$ cat src/rtl/irq_ctrl_pkg.sv
// Shared register map, sentinel values and the channel mask helper for irq_ctrl.
package irq_ctrl_pkg;

  localparam int          MAX_IRQ = 16;
  localparam logic [15:0] NO_IRQ  = 16'hFFFF;

  typedef enum logic [1:0] {
    REG_PENDING = 2'd0,
    REG_ENABLE  = 2'd1,
    REG_MODE    = 2'd2,
    REG_CLAIM   = 2'd3
  } reg_off_e;

  // Ones in the low n bit positions: the channels that physically exist.
  function automatic logic [MAX_IRQ-1:0] chan_mask(input int n);
    logic [MAX_IRQ-1:0] m;
    m = '0;
    for (int i = 0; i < MAX_IRQ; i++) begin
      if (i < n) m[i] = 1'b1;
    end
    return m;
  endfunction

endpackage

$ cat src/rtl/irq_ctrl_if.sv
// Register bus between a core-side master and irq_ctrl; the slave answers with a one-cycle mem_ready.
interface irq_ctrl_if;
  logic        sel;
  logic        mem_valid;
  logic [15:0] mem_addr;
  logic [1:0]  mem_wstrb;
  logic [15:0] mem_wdata;
  logic [15:0] mem_rdata;
  logic        mem_ready;

  modport master (
    output sel, mem_valid, mem_addr, mem_wstrb, mem_wdata,
    input  mem_rdata, mem_ready
  );

  modport slave (
    input  sel, mem_valid, mem_addr, mem_wstrb, mem_wdata,
    output mem_rdata, mem_ready
  );
endinterface

$ cat src/rtl/irq_prio_enc.sv
// Lowest-index-wins priority encoder over the active channel vector; purely combinational.
module irq_prio_enc #(
  parameter int NUM_IRQ = 8
) (
  input  logic [NUM_IRQ-1:0] vec,
  output logic [3:0]         idx,
  output logic               found
);

  // Scan from the top so the last hit, the lowest index, is what remains.
  always_comb begin
    found = 1'b0;
    idx   = 4'd0;
    for (int i = NUM_IRQ - 1; i >= 0; i--) begin
      if (vec[i]) begin
        found = 1'b1;
        idx   = 4'(i);
      end
    end
  end

endmodule

$ cat src/rtl/irq_ctrl.sv
// Interrupt controller: PENDING/ENABLE/MODE/CLAIM registers, mem_ready RESP_WAIT+1 cycles after a request,
// one request at a time. Define IRQ_CTRL_SYNC_EN to put a 2-flop synchroniser on every irq_src bit.
module irq_ctrl
  import irq_ctrl_pkg::*;
#(
  parameter int NUM_IRQ   = 8,
  parameter int RESP_WAIT = 0
) (
  input  logic               clk,
  input  logic               rst,
  input  logic [NUM_IRQ-1:0] irq_src,
  irq_ctrl_if.slave          bus,
  output logic               irq
);

  localparam logic [15:0] IMASK = chan_mask(NUM_IRQ);

  typedef enum logic [1:0] {ST_IDLE, ST_WAIT, ST_RESP} st_e;

  st_e         st;
  logic [1:0]  wait_cnt;
  logic        ready_q;
  reg_off_e    req_off;
  logic [1:0]  req_wstrb;
  logic [15:0] req_wdata;

  logic [15:0] pend_q, en_q, mode_q, prev_q;
  logic [15:0] pend_n, en_n, mode_n;
  logic [15:0] samp, rise, to_edge, wmask, w1c, cclr, rd;
  logic [NUM_IRQ-1:0] samp_raw, act;
  logic [3:0]  claim_idx;
  logic        claim_found;
  logic        is_wr;
  logic        unused_addr_bits;

`ifdef IRQ_CTRL_SYNC_EN
  logic [NUM_IRQ-1:0] sync1_q, sync2_q;

  always_ff @(posedge clk) begin
    if (rst) begin
      sync1_q <= '0;
      sync2_q <= '0;
    end else begin
      sync1_q <= irq_src;
      sync2_q <= sync1_q;
    end
  end

  assign samp_raw = sync2_q;
`else
  assign samp_raw = irq_src;
`endif

  always_comb begin
    samp                = '0;
    samp[NUM_IRQ-1:0]   = samp_raw;
  end

  assign act = pend_q[NUM_IRQ-1:0] & en_q[NUM_IRQ-1:0];

  irq_prio_enc #(.NUM_IRQ(NUM_IRQ)) u_prio_enc (
    .vec   (act),
    .idx   (claim_idx),
    .found (claim_found)
  );

  assign unused_addr_bits = ^{bus.mem_addr[15:3], bus.mem_addr[0]};

  // All register side effects are keyed off ready_q, i.e. they land on the edge closing the mem_ready cycle.
  always_comb begin
    is_wr   = |req_wstrb;
    wmask   = {{8{req_wstrb[1]}}, {8{req_wstrb[0]}}};
    en_n    = en_q;
    mode_n  = mode_q;
    w1c     = '0;
    cclr    = '0;
    if (ready_q && is_wr && req_off == REG_ENABLE)  en_n   = ((en_q   & ~wmask) | (req_wdata & wmask)) & IMASK;
    if (ready_q && is_wr && req_off == REG_MODE)    mode_n = ((mode_q & ~wmask) | (req_wdata & wmask)) & IMASK;
    if (ready_q && is_wr && req_off == REG_PENDING) w1c    = req_wdata & wmask;
    if (ready_q && !is_wr && req_off == REG_CLAIM && claim_found) cclr = 16'd1 << claim_idx;
    rise    = samp & ~prev_q;
    to_edge = mode_n & ~mode_q;
    // Level bits follow the source (or drop when turning edge); edge bits set on rise, which beats any clear.
    pend_n  = IMASK & ((~mode_q & ~to_edge & samp) |
                       (mode_q & (rise | (pend_q & ~(w1c | cclr)))));
  end

  always_comb begin
    rd = '0;
    case (req_off)
      REG_PENDING: rd = pend_q;
      REG_ENABLE:  rd = en_q;
      REG_MODE:    rd = mode_q;
      REG_CLAIM:   rd = claim_found ? {12'd0, claim_idx} : NO_IRQ;
      default:     rd = '0;
    endcase
  end

  assign bus.mem_rdata = ready_q ? rd : 16'h0000;
  assign bus.mem_ready = ready_q;
  assign irq           = |(pend_q & en_q);

  always_ff @(posedge clk) begin
    if (rst) begin
      pend_q <= '0;
      en_q   <= '0;
      mode_q <= '0;
      prev_q <= '0;
    end else begin
      pend_q <= pend_n;
      en_q   <= en_n;
      mode_q <= mode_n;
      prev_q <= samp;
    end
  end

  always_ff @(posedge clk) begin
    if (rst) begin
      st        <= ST_IDLE;
      wait_cnt  <= 2'd0;
      ready_q   <= 1'b0;
      req_off   <= REG_PENDING;
      req_wstrb <= 2'b00;
      req_wdata <= 16'h0000;
    end else begin
      case (st)
        ST_IDLE: begin
          if (bus.sel && bus.mem_valid && !ready_q) begin
            req_off   <= reg_off_e'(bus.mem_addr[2:1]);
            req_wstrb <= bus.mem_wstrb;
            req_wdata <= bus.mem_wdata;
            if (RESP_WAIT == 0) begin
              ready_q <= 1'b1;
              st      <= ST_RESP;
            end else begin
              wait_cnt <= 2'(RESP_WAIT);
              st       <= ST_WAIT;
            end
          end
        end
        ST_WAIT: begin
          if (wait_cnt == 2'd1) begin
            ready_q <= 1'b1;
            st      <= ST_RESP;
          end else begin
            wait_cnt <= wait_cnt - 2'd1;
          end
        end
        ST_RESP: begin
          ready_q <= 1'b0;
          st      <= ST_IDLE;
        end
        default: st <= ST_IDLE;
      endcase
    end
  end

endmodule

$ cat src/flat_wrapper.sv
// flat-port wrapper written by rule: the top's interface ports become plain ports
module irq_ctrl_flat import irq_ctrl_pkg::*;
#(
  parameter int NUM_IRQ   = 8,
  parameter int RESP_WAIT = 0
)
  (clk, rst, irq_src, irq, bus_sel, bus_mem_valid, bus_mem_addr, bus_mem_wstrb, bus_mem_wdata, bus_mem_rdata, bus_mem_ready);
  irq_ctrl_if bus_i ();
  input  logic clk;
  input  logic rst;
  input  logic [NUM_IRQ-1:0] irq_src;
  output logic irq;
  input wire logic [$bits(bus_i.sel)-1:0] bus_sel;
  input wire logic [$bits(bus_i.mem_valid)-1:0] bus_mem_valid;
  input wire logic [$bits(bus_i.mem_addr)-1:0] bus_mem_addr;
  input wire logic [$bits(bus_i.mem_wstrb)-1:0] bus_mem_wstrb;
  input wire logic [$bits(bus_i.mem_wdata)-1:0] bus_mem_wdata;
  output wire logic [$bits(bus_i.mem_rdata)-1:0] bus_mem_rdata;
  output wire logic [$bits(bus_i.mem_ready)-1:0] bus_mem_ready;
  assign bus_i.sel = bus_sel;
  assign bus_i.mem_valid = bus_mem_valid;
  assign bus_i.mem_addr = bus_mem_addr;
  assign bus_i.mem_wstrb = bus_mem_wstrb;
  assign bus_i.mem_wdata = bus_mem_wdata;
  assign bus_mem_rdata = bus_i.mem_rdata;
  assign bus_mem_ready = bus_i.mem_ready;
  irq_ctrl #(.NUM_IRQ(NUM_IRQ), .RESP_WAIT(RESP_WAIT)) u_core (.clk(clk), .rst(rst), .irq_src(irq_src), .bus(bus_i), .irq(irq));
endmodule
$ cat config.mk
export PLATFORM = sky130hd
export DESIGN_NAME = irq_ctrl_flat
export DESIGN_NICKNAME = d
export VERILOG_FILES = /design/src/rtl/irq_ctrl_pkg.sv /design/src/rtl/irq_ctrl_if.sv /design/src/rtl/irq_prio_enc.sv /design/src/rtl/irq_ctrl.sv /design/src/flat_wrapper.sv
export SDC_FILE = /design/constraint.sdc
export NUM_CORES = 1
export LEC_CHECK = 0
export ABC_AREA = 1
export BUFFER_PORTS_ARGS = -buffer_cell sky130_fd_sc_hd__buf_2
export CORE_MARGIN = 2
export CORE_UTILIZATION = 51
export DETAILED_ROUTE_END_ITERATION = 8
export GPL_ROUTABILITY_DRIVEN = 1
export PLACE_DENSITY = 0.79
export SLEW_MARGIN = 30
export SYNTH_ARGS = -nofsm -noshare
export SYNTH_HDL_FRONTEND = slang
export SYNTH_SLANG_ARGS = --single-unit
$ cat constraint.sdc
create_clock -name clk -period 1.8 [get_ports clk]
set_clock_uncertainty 0.2 [all_clocks]
set_input_delay 0.18 -clock clk [delete_from_list [all_inputs] [get_ports clk]]
set_output_delay 0.18 -clock clk [all_outputs]
set_load 0.02 [all_outputs]
### Yosys cells after proc, flatten, opt, wreduce, memory -nomap -nowiden

Cells that the tools add are included.
Widths: inputs -> output; s select.

* flip-flop bits (word level): 57
* input port bits: 46
* logic and storage cells: 90

* add/subtract/negate cells: 1
* eq/ne operators: 8
* shift operators: 1
* multiplexer cells: 28
* bitwise gates (word level): 22
* reductions and logical operators: 20

Operators with widths (number)
* $and 8x8->8: 11
* $pmux 16 s4: 1
* $mux 16: 3
* $not 8->8: 5
* $or 8x8->8: 5
* $mux 4: 7
* $mux 8: 2
* $reduce_or 16->1: 1
* $mux 1: 10
* $logic_and 1x1->1: 9
* $shl 1x4->8 const A: 1
* $eq 2x1->1 const B: 3
* $eq 2x2->1 const B: 3
* $reduce_and 2->1: 3
* $logic_not 2->1: 2
* $mux 2: 2
* $ne 2x1->1 const B: 2
* $pmux 2 s2: 1
* $mux 3: 1
* $pmux 1 s3: 1
* $reduce_and 3->1: 1
* $reduce_bool 3->1: 1
* $logic_not 1->1: 2
* $reduce_or 2->1: 1
* other kinds (2): 2

### Longest topological paths before layout

* depth in word-level cells: 17
* mapped depth: 12
* depth with buffers taken out: 12

### Hierarchy

Synthesis repeated with hierarchy kept, for this count alone.

* cell total of the unflattened synthesis: 376
* area, all modules: 2362.3 µm²

By module, submodules not included
* irq_ctrl: instances 1, cells an instance 352, area an instance 2252.2 µm², sequential area each 900.9 µm²
* irq_prio_enc: instances 1, cells an instance 24, area an instance 110.1 µm², sequential area each 0.0 µm²

### Least setup slack after synthesis

No wires, ideal clock.

* path type: register to output
* from: register u_core.pend_q[0]
* to: output port bus_mem_rdata[10]
* arrival time: 1.584 ns
* setup slack: -0.164 ns
* stages on the path, launching flop included: 7
* cell sequence: dfxtp_1 nand2_1 nand2_1 nor3_1 nand2_1 nor2_1 buf_4

* longest elaborated chain between the ends: 5

Ends and longest elaborated chain
* start, declared: line irq_ctrl.sv:27 `logic [15:0] pend_q, en_q, mode_q, prev_q;`
* start signal, assigned: line irq_ctrl.sv:110 `pend_q <= pend_n;`
* $and 8x8->8: line irq_ctrl.sv:59 `assign act = pend_q[NUM_IRQ-1:0] & en_q[NUM_IRQ-1:0];`
* $mux 1: line irq_prio_enc.sv:15 `if (vec[i]) begin`
* $mux 16: line irq_ctrl.sv:94 `REG_CLAIM: rd = claim_found ? {12'd0, claim_idx} : NO_IRQ;`
* $pmux 16 s4: line irq_ctrl.sv:90 `case (req_off)`
* $mux 16: line irq_ctrl.sv:99 `assign bus.mem_rdata = ready_q ? rd : 16'h0000;`
* end, declared: line flat_wrapper.sv:18 `output wire logic [$bits(bus_i.mem_rdata)-1:0] bus_mem_rdata;`

No other way between the ends.

### Worst setup path in the final report

* from: register u_core.pend_q[4]
* to: output port bus_mem_rdata[9]

* longest elaborated chain between the ends: 9

Ends and longest elaborated chain (line)
* $and 8x8->8: irq_ctrl.sv:59
* $mux 1 (5 in series): irq_prio_enc.sv:15
* $mux 16: irq_ctrl.sv:94
* $pmux 16 s4: irq_ctrl.sv:90
* $mux 16: irq_ctrl.sv:99

No other way between the ends.

==> run_summary.xml <==
<?xml version="1.0" encoding="UTF-8"?>
<metrics>
  <group name="run_status">
    <metric name="result_of_the_run" unit="">finished, violations left</metric>
    <metric name="violations" unit="">negative setup slack</metric>
  </group>
  <group name="synthesis">
    <metric name="synth_cell_types" unit="">22</metric>
    <metric name="synthTopCellsByCount" unit="">sky130_fd_sc_hd__nor2_1, sky130_fd_sc_hd__nand2_1, sky130_fd_sc_hd__dfxtp_1, sky130_fd_sc_hd__inv_1, sky130_fd_sc_hd__o21ai_0</metric>
    <metric name="most_frequently_used_cell_type_in_the_post_synthesis_netlist" unit="">sky130_fd_sc_hd__nor2_1</metric>
    <metric name="ys_seq_elements" unit="">45</metric>
    <metric name="seq_total_area_yosys" unit="">0.409</metric>
    <metric name="syn_inst" unit="">336</metric>
    <metric name="syn-num-nets" unit="">382</metric>
    <metric name="synth_top_cell_area_share" unit="">0.409</metric>
    <metric name="synth_enable_flop_cells" unit="">0</metric>
    <metric name="yosysTopAreaCell" unit="">sky130_fd_sc_hd__dfxtp_1</metric>
    <metric name="synth.avg_cell_area" unit="um^2">6.55</metric>
    <metric name="yosys_warnings" unit="">0</metric>
    <metric name="post_synth_instance_area" unit="mm^2">0.00220</metric>
    <metric name="async_reset_ff_frac" unit="">0</metric>
    <metric name="ys_dominant_reg_cell" unit="">sky130_fd_sc_hd__dfxtp_1</metric>
    <metric name="post_synth_main_area_contributors" unit="">sky130_fd_sc_hd__dfxtp_1, sky130_fd_sc_hd__nor2_1, sky130_fd_sc_hd__nand2_1</metric>
  </group>
  <group name="global_route">
    <metric name="grt_first_pass_wirelength" unit="mm">10.6</metric>
    <metric name="first_global_vias" unit="">2342</metric>
    <metric name="antenna_found_initial" unit="">0</metric>
    <metric name="overflow" unit="">0</metric>
    <metric name="pin_count_of_the_biggest_net_entering_global_routing" unit="">21</metric>
    <metric name="global_route_usage_over_all_layers" unit="">0.275</metric>
  </group>
  <group name="floorplan">
    <metric name="core.rowCount" unit="">23</metric>
    <metric name="floorplan.die.width" unit="um">69.7</metric>
    <metric name="dieArea" unit="mm^2">0.00486</metric>
    <metric name="core_area" unit="mm^2">0.00409</metric>
    <metric name="die_height" unit="um">69.7</metric>
    <metric name="pin_count" unit="">64</metric>
    <metric name="effective_utilization_at_floorplan" unit="">0.539</metric>
  </group>
  <group name="sta">
    <metric name="max_slew_margin" unit="">0.647</metric>
    <metric name="finalCritPeriodShare" unit="">1.18</metric>
    <metric name="timing_worst_slew_pin_value" unit="ps">529</metric>
    <metric name="worst_slack" unit="ps">-332</metric>
    <metric name="setup_viol" unit="">19</metric>
    <metric name="hold_violations" unit="">0</metric>
    <metric name="timing.final.max_slew_violations" unit="">0</metric>
    <metric name="rsz0062_at_grt" unit="">true</metric>
    <metric name="fin_crit" unit="ps">2130</metric>
    <metric name="timing.fmax" unit="GHz">0.469</metric>
    <metric name="timing.hold.ws" unit="ps">3.90</metric>
  </group>
  <group name="clock_network">
    <metric name="cts.clk_slew.worst_paths" unit="ps">90</metric>
    <metric name="ctsHtreeMaxLevel" unit="">2</metric>
    <metric name="tritoncts_clock_tree" unit="">built</metric>
    <metric name="clock_sink_count" unit="">45</metric>
    <metric name="cts_root_buf" unit="">sky130_fd_sc_hd__clkbuf_8</metric>
    <metric name="tritoncts.num_buffers" unit="">5</metric>
    <metric name="clock_insertion_delay_worst_skew" unit="ps">300</metric>
    <metric name="clock_buffer_depth" unit="">2</metric>
  </group>
  <group name="placed_design">
    <metric name="dp_slack" unit="ps">-75.9</metric>
    <metric name="placed_cell_area" unit="mm^2">0.00263</metric>
    <metric name="hpwlAfterDp" unit="mm">4.37</metric>
    <metric name="place.detailed.instances" unit="">445</metric>
    <metric name="gp_congestion" unit="">0.939</metric>
    <metric name="port-buffer-count" unit="">41</metric>
  </group>
  <group name="routing">
    <metric name="wl" unit="mm">7.44</metric>
    <metric name="remaining_drc_errors" unit="">0</metric>
    <metric name="first_pass_iters" unit="">7</metric>
    <metric name="antenna_violating_nets_left" unit="">0</metric>
    <metric name="detail_route.wl_per_cell" unit="um">15.3</metric>
    <metric name="number_of_drc_markers_after_the_initial_detailed_route_iteration" unit="">198</metric>
    <metric name="vias_post_dr" unit="">2625</metric>
    <metric name="detail_route.vias_per_cell" unit="">5.40</metric>
  </group>
  <group name="finish">
    <metric name="fin_area" unit="mm^2">0.00333</metric>
    <metric name="areaGrowthSynthToFinish" unit="%">51.4</metric>
    <metric name="antenna-diode-count" unit="">0</metric>
    <metric name="final_layout_size_suffix_gt1_frac" unit="">0.337</metric>
    <metric name="finalNonFillerCells" unit="">486</metric>
    <metric name="layout.nets" unit="">481</metric>
  </group>
  <group name="power_and_ir_drop">
    <metric name="power.combinational.fraction" unit="">0.136</metric>
    <metric name="power.share.clock" unit="">0.371</metric>
    <metric name="intPower" unit="W">0.00162</metric>
    <metric name="total_switching_power" unit="W">0.000544</metric>
    <metric name="worst_ir_drop_vdd" unit="mV">0.454</metric>
    <metric name="power_frac_seq" unit="">0.493</metric>
    <metric name="power.switching_fraction" unit="">0.251</metric>
    <metric name="power" unit="W">0.00217</metric>
    <metric name="power.leakage" unit="nW">1.50</metric>
    <metric name="p_per_area" unit="mW/mm^2">650</metric>
  </group>
  <group name="hold_path">
    <metric name="worst_hold_path_type" unit="">in2reg</metric>
  </group>
  <group name="critical_path">
    <metric name="worstPathArrival" unit="ps">1750</metric>
    <metric name="critPathLaunchType" unit="">register</metric>
    <metric name="setup.worst_path.class" unit="">reg2out</metric>
    <metric name="path_max_fanout" unit="">8</metric>
    <metric name="worstPathRequired" unit="ps">1420</metric>
    <metric name="regToRegSetupSlack" unit="ps">-30</metric>
    <metric name="worst_setup_path_end_kind" unit="">output pin</metric>
  </group>
  <group name="job">
    <metric name="max-cap-violations" unit="">0</metric>
  </group>
</metrics>
-- repair_timing --
| item | CTS | global route |
|---|---|---|
| endpoints found under the setup margin | 17 | 26 |
| gates resized for setup | 51 | 37 |
| setup buffers | 11 | 7 |
| hold buffers | 19 | 0 |
| pin swaps | 15 | 16 |
| hold endpoints to repair | 19 | 0 |
-- placed cells by master (no fill, tap or decap), types with 3 or more instances in the layout --
cell type,instances
sky130_fd_sc_hd__nand2_1,40
sky130_fd_sc_hd__buf_6,7
sky130_fd_sc_hd__nand2_2,18
sky130_fd_sc_hd__buf_8,7
sky130_fd_sc_hd__clkbuf_8,6
sky130_fd_sc_hd__nor2_1,70
sky130_fd_sc_hd__buf_4,46
sky130_fd_sc_hd__inv_2,3
sky130_fd_sc_hd__nor2_2,3
sky130_fd_sc_hd__inv_1,36
sky130_fd_sc_hd__a21oi_2,3
sky130_fd_sc_hd__o21ai_0,36
sky130_fd_sc_hd__nor2_4,4
sky130_fd_sc_hd__buf_2,27
sky130_fd_sc_hd__dfxtp_1,34
sky130_fd_sc_hd__a21oi_1,20
sky130_fd_sc_hd__nand3_1,19
sky130_fd_sc_hd__dlygate4sd3_1,19
sky130_fd_sc_hd__a31oi_1,9
sky130_fd_sc_hd__dfxtp_2,11
-- worst paths after layout --
check,startpoint,to,cells after the start
max,u_core.pend_q[4],bus_mem_rdata[9],10
min reg2reg,u_core.req_wstrb[1],u_core.req_wstrb[1],2
min,bus_mem_addr[2],u_core.req_off[1],3
max reg2reg,register,u_core.pend_q[5],11
-- metrics by stage --
| step | setup TNS [ps] | utilization |
|---|---|---|
| 2_1_floorplan | 0 | - |
| 3_3_place_gp | -633 | 0.644 |
| 3_5_place_dp | -916 | 0.644 |
| 4_1_cts | -4570 | 0.771 |
| 5_1_grt | -6010 | 0.816 |
| 6_report | -4700 | 0.816 |
-- cell type report --
| cell class | instances | area [um^2] |
|---|---|---|
| Tap cell | 50 | 62.6 |
| Inverter | 41 | 154 |
| Clock buffer | 7 | 86.3 |
| Sequential cell | 45 | 915 |
| Multi-Input combinational cell | 234 | 1190 |
| Timing Repair Buffer | 108 | 895 |
| Fill cell | 265 | 753 |
| Clock inverter | 1 | 30.0 |
-- routing by layer --
metal | routed length (um) | track usage
met5 | 0 | 0
met4 | 236 | 0.0748
met3 | 546 | 0.0552
met2 | 3750 | 0.509
met1 | 2900 | 0.321
-- kinds of logic (layout without fill, tap and decap cells) --
logic type      count (synthesis)  count (layout)  synth area share
simple gates                  164             164             0.309
compound gates                 70              70             0.168
buf+inv                        57             157             0.114
flops                          45              45             0.409
-- power by group through the flow --
stage / Clock, W / Sequential [W] / Combinational (W)
CTS: 0.000799 / 0.00107 / 0.000277
detailed placement: 0 / 0.00109 / 0.000229
global placement: 0 / 0.00109 / 0.000226
global route: 0.000838 / 0.00107 / 0.000321
floorplan: 0 / 0.00108 / 0.000136
finish: 0.000803 / 0.00107 / 0.000295
-- worst max-delay path: stages, from the launching register on --
cell                      delay, ps
sky130_fd_sc_hd__dfxtp_2        330
sky130_fd_sc_hd__nand2_2         90
sky130_fd_sc_hd__nand2_2         60
sky130_fd_sc_hd__inv_2           80
sky130_fd_sc_hd__nand3_4         80
sky130_fd_sc_hd__nor3_4         150
sky130_fd_sc_hd__nand2_2         80
sky130_fd_sc_hd__buf_4          150
sky130_fd_sc_hd__nor2_4         130
sky130_fd_sc_hd__buf_12         160
sky130_fd_sc_hd__buf_6          120
Power figures use the tool's default switching activity.
